**config.mk**
```make
export PLATFORM = sky130hd
export DESIGN_NAME = gemm_operand_loader
export DESIGN_NICKNAME = d
export VERILOG_FILES = /design/src/rtl/gemm_pkg.sv /design/src/rtl/gemm_idx_counter.sv /design/src/rtl/gemm_operand_loader.sv
export SDC_FILE = /design/constraint.sdc
export NUM_CORES = 2
export LEC_CHECK = 0
export BUFFER_PORTS_ARGS = -buffer_cell sky130_fd_sc_hd__buf_4
export CAP_MARGIN = 20
export CORE_AREA = 2 2 639 641
export CTS_BUF_LIST = sky130_fd_sc_hd__clkbuf_8
export CTS_CLUSTER_SIZE = 16
export DETAILED_ROUTE_END_ITERATION = 6
export DIE_AREA = 0 0 641 643
export GPL_ROUTABILITY_DRIVEN = 0
export PLACE_DENSITY = 0.3
export SLEW_MARGIN = 20
export SYNTH_ARGS = -nofsm -noshare
export SYNTH_HDL_FRONTEND = slang
export SYNTH_SLANG_ARGS = --single-unit
export TNS_END_PERCENT = 20
```
**constraint.sdc**
```tcl
create_clock -name iclk -period 1.9 [get_ports iclk]
set_input_delay 0.38 -clock iclk [delete_from_list [all_inputs] [get_ports iclk]]
set_output_delay 0.38 -clock iclk [all_outputs]
set_load 0.005 [all_outputs]
```
**src/rtl/gemm_pkg.sv**
```systemverilog
// gemm_pkg: shared operand-loader defaults and loader state encoding.
// Optional framing checks in the loader are enabled by GEMM_LOADER_LAST_CHECK_EN.
package gemm_pkg;
   localparam int DATA_WIDTH_D    = 32;
   localparam int MATRIX_WIDTH_D  = 4;
   localparam int MATRIX_HEIGHT_D = 4;
   typedef enum logic [2:0] {
      LD_ALPHA,
      LD_BETA,
      LD_A,
      LD_B,
      LD_C,
      HOLD,
      DRAIN
   } ld_state_t;
endpackage

```
**src/rtl/gemm_idx_counter.sv**
```systemverilog
// gemm_idx_counter: matrix element index counter that wraps at COUNT-1.
// Ports: i_clk, i_rst (sync, active high), i_clr (sync clear), i_en (advance),
//        o_idx (current element index), o_tc (index is COUNT-1).
module gemm_idx_counter #(
   parameter  int COUNT = 16,
   localparam int W     = COUNT > 1 ? $clog2(COUNT) : 1
) (
   input  logic         i_clk,
   input  logic         i_rst,
   input  logic         i_clr,
   input  logic         i_en,
   output logic [W-1:0] o_idx,
   output logic         o_tc
);
   logic [W-1:0] r_idx;
   assign o_idx = r_idx;
   assign o_tc  = r_idx == W'(COUNT - 1);
   always_ff @(posedge i_clk) begin
      if (i_rst || i_clr) r_idx <= '0;
      else if (i_en) r_idx <= o_tc ? '0 : r_idx + W'(1);
   end
endmodule

```
**src/rtl/gemm_operand_loader.sv**
```systemverilog
// gemm_operand_loader: deserialises alpha, beta, A, B, C from a word stream into GEMM operands.
// Ports: iclk, irst (sync, active high); s_data/s_valid/s_ready/s_last inbound stream;
//        alpha, beta, a_matrix, b_matrix, c_matrix operands; op_valid/op_ready handoff;
//        frame_err sticky framing error.
// Macro GEMM_LOADER_LAST_CHECK_EN enables s_last framing checks and the DRAIN state.
module gemm_operand_loader
   import gemm_pkg::*;
#(
   parameter int DATA_WIDTH    = DATA_WIDTH_D,
   parameter int MATRIX_WIDTH  = MATRIX_WIDTH_D,
   parameter int MATRIX_HEIGHT = MATRIX_HEIGHT_D
) (
   input  logic                  iclk,
   input  logic                  irst,
   input  logic [DATA_WIDTH-1:0] s_data,
   input  logic                  s_valid,
   output logic                  s_ready,
   input  logic                  s_last,
   output logic [DATA_WIDTH-1:0] alpha,
   output logic [DATA_WIDTH-1:0] beta,
   output logic [DATA_WIDTH-1:0] a_matrix [0:MATRIX_HEIGHT-1][0:MATRIX_WIDTH-1],
   output logic [DATA_WIDTH-1:0] b_matrix [0:MATRIX_HEIGHT-1][0:MATRIX_WIDTH-1],
   output logic [DATA_WIDTH-1:0] c_matrix [0:MATRIX_HEIGHT-1][0:MATRIX_WIDTH-1],
   output logic                  op_valid,
   input  logic                  op_ready,
   output logic                  frame_err
);
   localparam int ELEMS = MATRIX_WIDTH * MATRIX_HEIGHT;
   localparam int IW    = ELEMS > 1 ? $clog2(ELEMS) : 1;
   localparam int RW    = MATRIX_HEIGHT > 1 ? $clog2(MATRIX_HEIGHT) : 1;
   localparam int CW    = MATRIX_WIDTH > 1 ? $clog2(MATRIX_WIDTH) : 1;

   ld_state_t             r_state;
   logic                  r_s_ready;
   logic                  r_op_valid;
   logic [DATA_WIDTH-1:0] r_alpha;
   logic [DATA_WIDTH-1:0] r_beta;
   logic [DATA_WIDTH-1:0] r_a [0:MATRIX_HEIGHT-1][0:MATRIX_WIDTH-1];
   logic [DATA_WIDTH-1:0] r_b [0:MATRIX_HEIGHT-1][0:MATRIX_WIDTH-1];
   logic [DATA_WIDTH-1:0] r_c [0:MATRIX_HEIGHT-1][0:MATRIX_WIDTH-1];
   logic                  w_acc;
   logic                  w_abort;
   logic                  w_tc;
   logic [IW-1:0]         w_idx;
   logic [RW-1:0]         w_row;
   logic [CW-1:0]         w_col;

   assign w_acc    = s_valid && r_s_ready;
   assign w_row    = RW'(int'(w_idx) / MATRIX_WIDTH);
   assign w_col    = CW'(int'(w_idx) % MATRIX_WIDTH);
   assign s_ready  = r_s_ready;
   assign op_valid = r_op_valid;
   assign alpha    = r_alpha;
   assign beta     = r_beta;
   assign a_matrix = r_a;
   assign b_matrix = r_b;
   assign c_matrix = r_c;

`ifdef GEMM_LOADER_LAST_CHECK_EN
   logic r_frame_err;
   assign frame_err = r_frame_err;
   // s_last on any word except the final C word cuts the frame short
   assign w_abort   = w_acc && s_last && r_state != DRAIN && !(r_state == LD_C && w_tc);
`else
   logic w_unused_last;
   assign w_unused_last = s_last;
   assign frame_err     = 1'b0;
   assign w_abort       = 1'b0;
`endif

   gemm_idx_counter #(.COUNT(ELEMS)) u_idx (
      .i_clk (iclk),
      .i_rst (irst),
      .i_clr (w_abort),
      .i_en  (w_acc && !w_abort && (r_state == LD_A || r_state == LD_B || r_state == LD_C)),
      .o_idx (w_idx),
      .o_tc  (w_tc)
   );

   always_ff @(posedge iclk) begin
      if (irst) begin
         r_state    <= LD_ALPHA;
         r_s_ready  <= 1'b0;
         r_op_valid <= 1'b0;
         r_alpha    <= '0;
         r_beta     <= '0;
         for (int i = 0; i < MATRIX_HEIGHT; i++)
            for (int j = 0; j < MATRIX_WIDTH; j++) begin
               r_a[i][j] <= '0;
               r_b[i][j] <= '0;
               r_c[i][j] <= '0;
            end
`ifdef GEMM_LOADER_LAST_CHECK_EN
         r_frame_err <= 1'b0;
`endif
      end else begin
         r_s_ready <= 1'b1;
`ifdef GEMM_LOADER_LAST_CHECK_EN
         if (w_abort) begin
            r_state     <= LD_ALPHA;
            r_frame_err <= 1'b1;
         end else
`endif
         case (r_state)
            LD_ALPHA: if (w_acc) begin
               r_alpha <= s_data;
               r_state <= LD_BETA;
            end
            LD_BETA: if (w_acc) begin
               r_beta  <= s_data;
               r_state <= LD_A;
            end
            LD_A: if (w_acc) begin
               r_a[w_row][w_col] <= s_data;
               if (w_tc) r_state <= LD_B;
            end
            LD_B: if (w_acc) begin
               r_b[w_row][w_col] <= s_data;
               if (w_tc) r_state <= LD_C;
            end
            LD_C: if (w_acc) begin
               r_c[w_row][w_col] <= s_data;
               if (w_tc) begin
`ifdef GEMM_LOADER_LAST_CHECK_EN
                  if (!s_last) begin
                     r_state     <= DRAIN;
                     r_frame_err <= 1'b1;
                  end else
`endif
                  begin
                     r_state    <= HOLD;
                     r_op_valid <= 1'b1;
                     r_s_ready  <= 1'b0;
                  end
               end
            end
            HOLD: if (op_ready) begin
               r_state    <= LD_ALPHA;
               r_op_valid <= 1'b0;
            end else r_s_ready <= 1'b0;
`ifdef GEMM_LOADER_LAST_CHECK_EN
            DRAIN: if (w_acc && s_last) r_state <= LD_ALPHA;
`endif
            default: r_state <= LD_ALPHA;
         endcase
      end
   end
endmodule

```
==> results_dict.tcl <==
set metrics [dict create \
    run_status "finished, violations left" \
    failed_checks "setup timing" \
    clockRootBuffer "clkbuf_8" \
    h-tree-depth 5 \
    die_x_um 641 \
    ios 1640 \
    crit_arrival_ns 2.82 \
    p_clk_frac 0.489 \
    drc 0 \
    use_met3 0.0473 \
    dieHeight_um 643 \
    final_nets 7630 \
    clkSinkCount 1609 \
    drtIter0Drc 2329 \
    fillers 44134 \
    max-vdd-ir-drop_v 0.000403 \
    fmax_mhz 515 \
    cts_buffer_depth 4 \
    area_delta_synth_final_pct 58.2 \
    async_reset_ff_frac 0 \
    drt-pass1-iter-count 7 \
    wirelength_um 364000 \
    worstReg2RegStart "u_idx.o_idx[0]" \
    grt_max_degree 68 \
    met2_usage 0.299 \
    r2r_cells 8 \
    io_buffer_count 1637 \
    grt_first_pass_wirelength_um 470000 \
    busiest_layer "met2" \
    final_util 0.230 \
    vias 48644 \
    cellLeakagePower_nw 47.5 \
    start_util 0.146 \
    period_needed_ns 1.94 \
    grt_pass1_vias 49229 \
    setup_viol 80 \
    syn_inst 5568 \
    min_period_over_period 1.02 \
    fin_skew_ns 0.0481 \
    hold_depth 4 \
    endpoint_kind "register" \
    layout_commonest_cell "nand2_1" \
    dp_hpwl_um 265000 \
    max_slew_margin 0.470 \
    avgSynthCellArea_um2 10.6 \
    hold_class "primary input to register" \
    clock_latency_ns 1.05 \
    avgViaCountPerCell 3.67 \
    setup_ws_ns -0.0430 \
    cts_buffers 331 \
    p_comb_frac 0.053 \
    die_area_um2 412000 \
    switchingPower_mw 19.9 \
    core_um2 405000 \
    syn_nets 5609 \
    cellPowerDensity_nw_per_um2 792 \
    cpMaxStageDelayCell "dfxtp_2" \
    hold_path_end "alpha[24]" \
    critPathBufInv 4 \
    core.rowCount 234 \
    critPathMaxStageDelay_ns 0.35 \
    yosys.cell_types.count 44 \
    regToRegSetupSlack_ns -0.04 \
    grt.met1_usage 0.194 \
    overflow 0 \
    power.internal_mw 54.1 \
    final_max_slew_viol_count 0 \
    synth_seq_cells 1609 \
    drive_gt1_frac 0.455 \
    power_mw 73.9 \
    swShare 0.269 \
    synth.cell_area_um2 59000 \
    synth_ff_type "dfxtp_1" \
    finalHoldViolCount 0 \
    seq_area_frac_synth 0.546 \
    crit_family "buffers and inverters" \
    hp-start "s_data[24]" \
    seqPwrFrac 0.458 \
    startpoint_type "register" \
    crit_type "register to register" \
    grt_util_all_layers 0.168 \
    wire_per_inst_um 27.4 \
    max_cap_violations 0 \
    cp_data_required_time_ns 2.78 \
    rsz0062_at_grt "true" \
    cp_max_fo 32 \
    worstMarginPinSlew_ns 0.795 \
    ys_warn_count 0 \
    antenna_found_initial 46 \
    drtAntennaViolNets 0 \
    crit_chain "buf_4, ha_1, nor3b_4, buf_12, buf_4, nand3_4, buf_12, mux2i_1" \
    synth-edff-count 0 \
    worstReg2RegEnd "a_matrix[388]" \
    path_clk_slew_ns 0.06 \
    cts_tree "built" \
    final_cell_mix "1541 x nand2_1, 1538 x mux2i_1, 1142 x buf_4" \
]
==> registers in the layout, summed over array words and instances (netlist names) <==
register and count:
s_ready 1, r_state 3, alpha 32, a_matrix 512
b_matrix 512, c_matrix 512, u_idx.o_idx 4, op_valid 1
beta 32
==> worst max path at each step <==
| stage | start | end | cells after the start |
|---|---|---|---|
| 6_report | u_idx.o_idx[0] | a_matrix[388] | 8 |
| 5_1_grt | s_ready | s_ready | 1 |
| 4_1_cts | a_matrix[31] | a_matrix[31] | 1 |
| 3_5_place_dp | s_ready | a_matrix[43] | 5 |
| 3_3_place_gp | s_ready | a_matrix[37] | 5 |
| 2_1_floorplan | u_idx.o_idx[0] | c_matrix[33] | 7 |
==> cell families after synthesis <==
kind of cell | Yosys count | synth area share
adder cells (fa/ha/maj) | 5 | 0.00102
AO/OA/AOI/OAI | 144 | 0.0128
AND/OR/NAND/NOR | 1719 | 0.124
other | 1 | 0.0000635
buffers and inverters | 552 | 0.0560
flip-flops | 1609 | 0.546
multiplexers | 1538 | 0.261
==> power by group through the flow <==
stage                     clock, mW  combinational (mW)  sequential, mW
final                          36.2                3.90            33.8
after global placement            0                3.98            34.6
after detailed placement          0                3.97            34.6
after floorplan                   0                1.22            34.6
after CTS                      37.9                4.10            33.8
after global routing           39.2                4.13            33.8
==> tightest hold or removal path: stages <==
cell and delay, ns:
dlygate4sd3_1 0.53, buf_4 0.17, nand3_1 0.07, a21oi_1 0.05
==> per-layer routing <==
metal,routed length [um],vias to the layer above,part of all wire
li1,-,22502,-
met1,144000,24228,0.40
met2,183000,1447,0.50
met3,24800,463,0.068
met4,11600,4,0.032
met5,23,-,0.000063
==> per-stage QoR <==
step / hold WS (ns) / TNS, ns / setup WS (ns) / cell area, um^2 / instances
final: 0.235 / -1.04 / -0.0430 / 93400 / 13258
after global routing: 0.114 / -189.79 / -0.169 / 93400 / 13245
after CTS: 0.0258 / -256.84 / -0.226 / 90700 / 13135
after detailed placement: 0.451 / -43.73 / -0.192 / 81200 / 12514
after global placement: 0.445 / -45.94 / -0.188 / 81200 / 12514
after floorplan: 0.451 / 0 / 0.251 / 59000 / 5568
==> area by class of cell <==
cell class | instances | area (um^2) | area share
inverters | 5 | 31.3 | 0.000335
flip-flops and latches | 1609 | 33300 | 0.356
diodes | 17 | 42.5 | 0.000456
repair buffers | 2235 | 23100 | 0.247
clock inverters | 158 | 823 | 0.00882
well taps | 5428 | 6790 | 0.0727
multi-input cells | 3407 | 23900 | 0.256
clock buffers | 399 | 5490 | 0.0588
==> Yosys cell counts (all sizes together) (4+ instances only) <==
library cell,instances,share of area
dfxtp,1609,0.55
nand2,1573,0.10
mux2i,1538,0.26
clkbuf,325,0.021
buf,222,0.035
nand3,115,0.019
a21oi,70,0.0060
o21ai,66,0.0056
and3b,9,0.0013
and3,5,0.00061
inv,5,0.00032
nor3b,5,0.0014
ha,4,0.00085
nand2b,4,0.00042
==> timing repair <==
item | CTS | global route
hold endpoints to repair | 1117 | 0
buffers inserted | 27 | 100
hold buffers | 35 | 0
setup endpoints to repair | 2450 | 2422
pin swaps | 0 | 4
gates resized for setup | 978 | 697
gates cloned | 2 | 6
No activity file was read; power rests on OpenSTA's default activity.
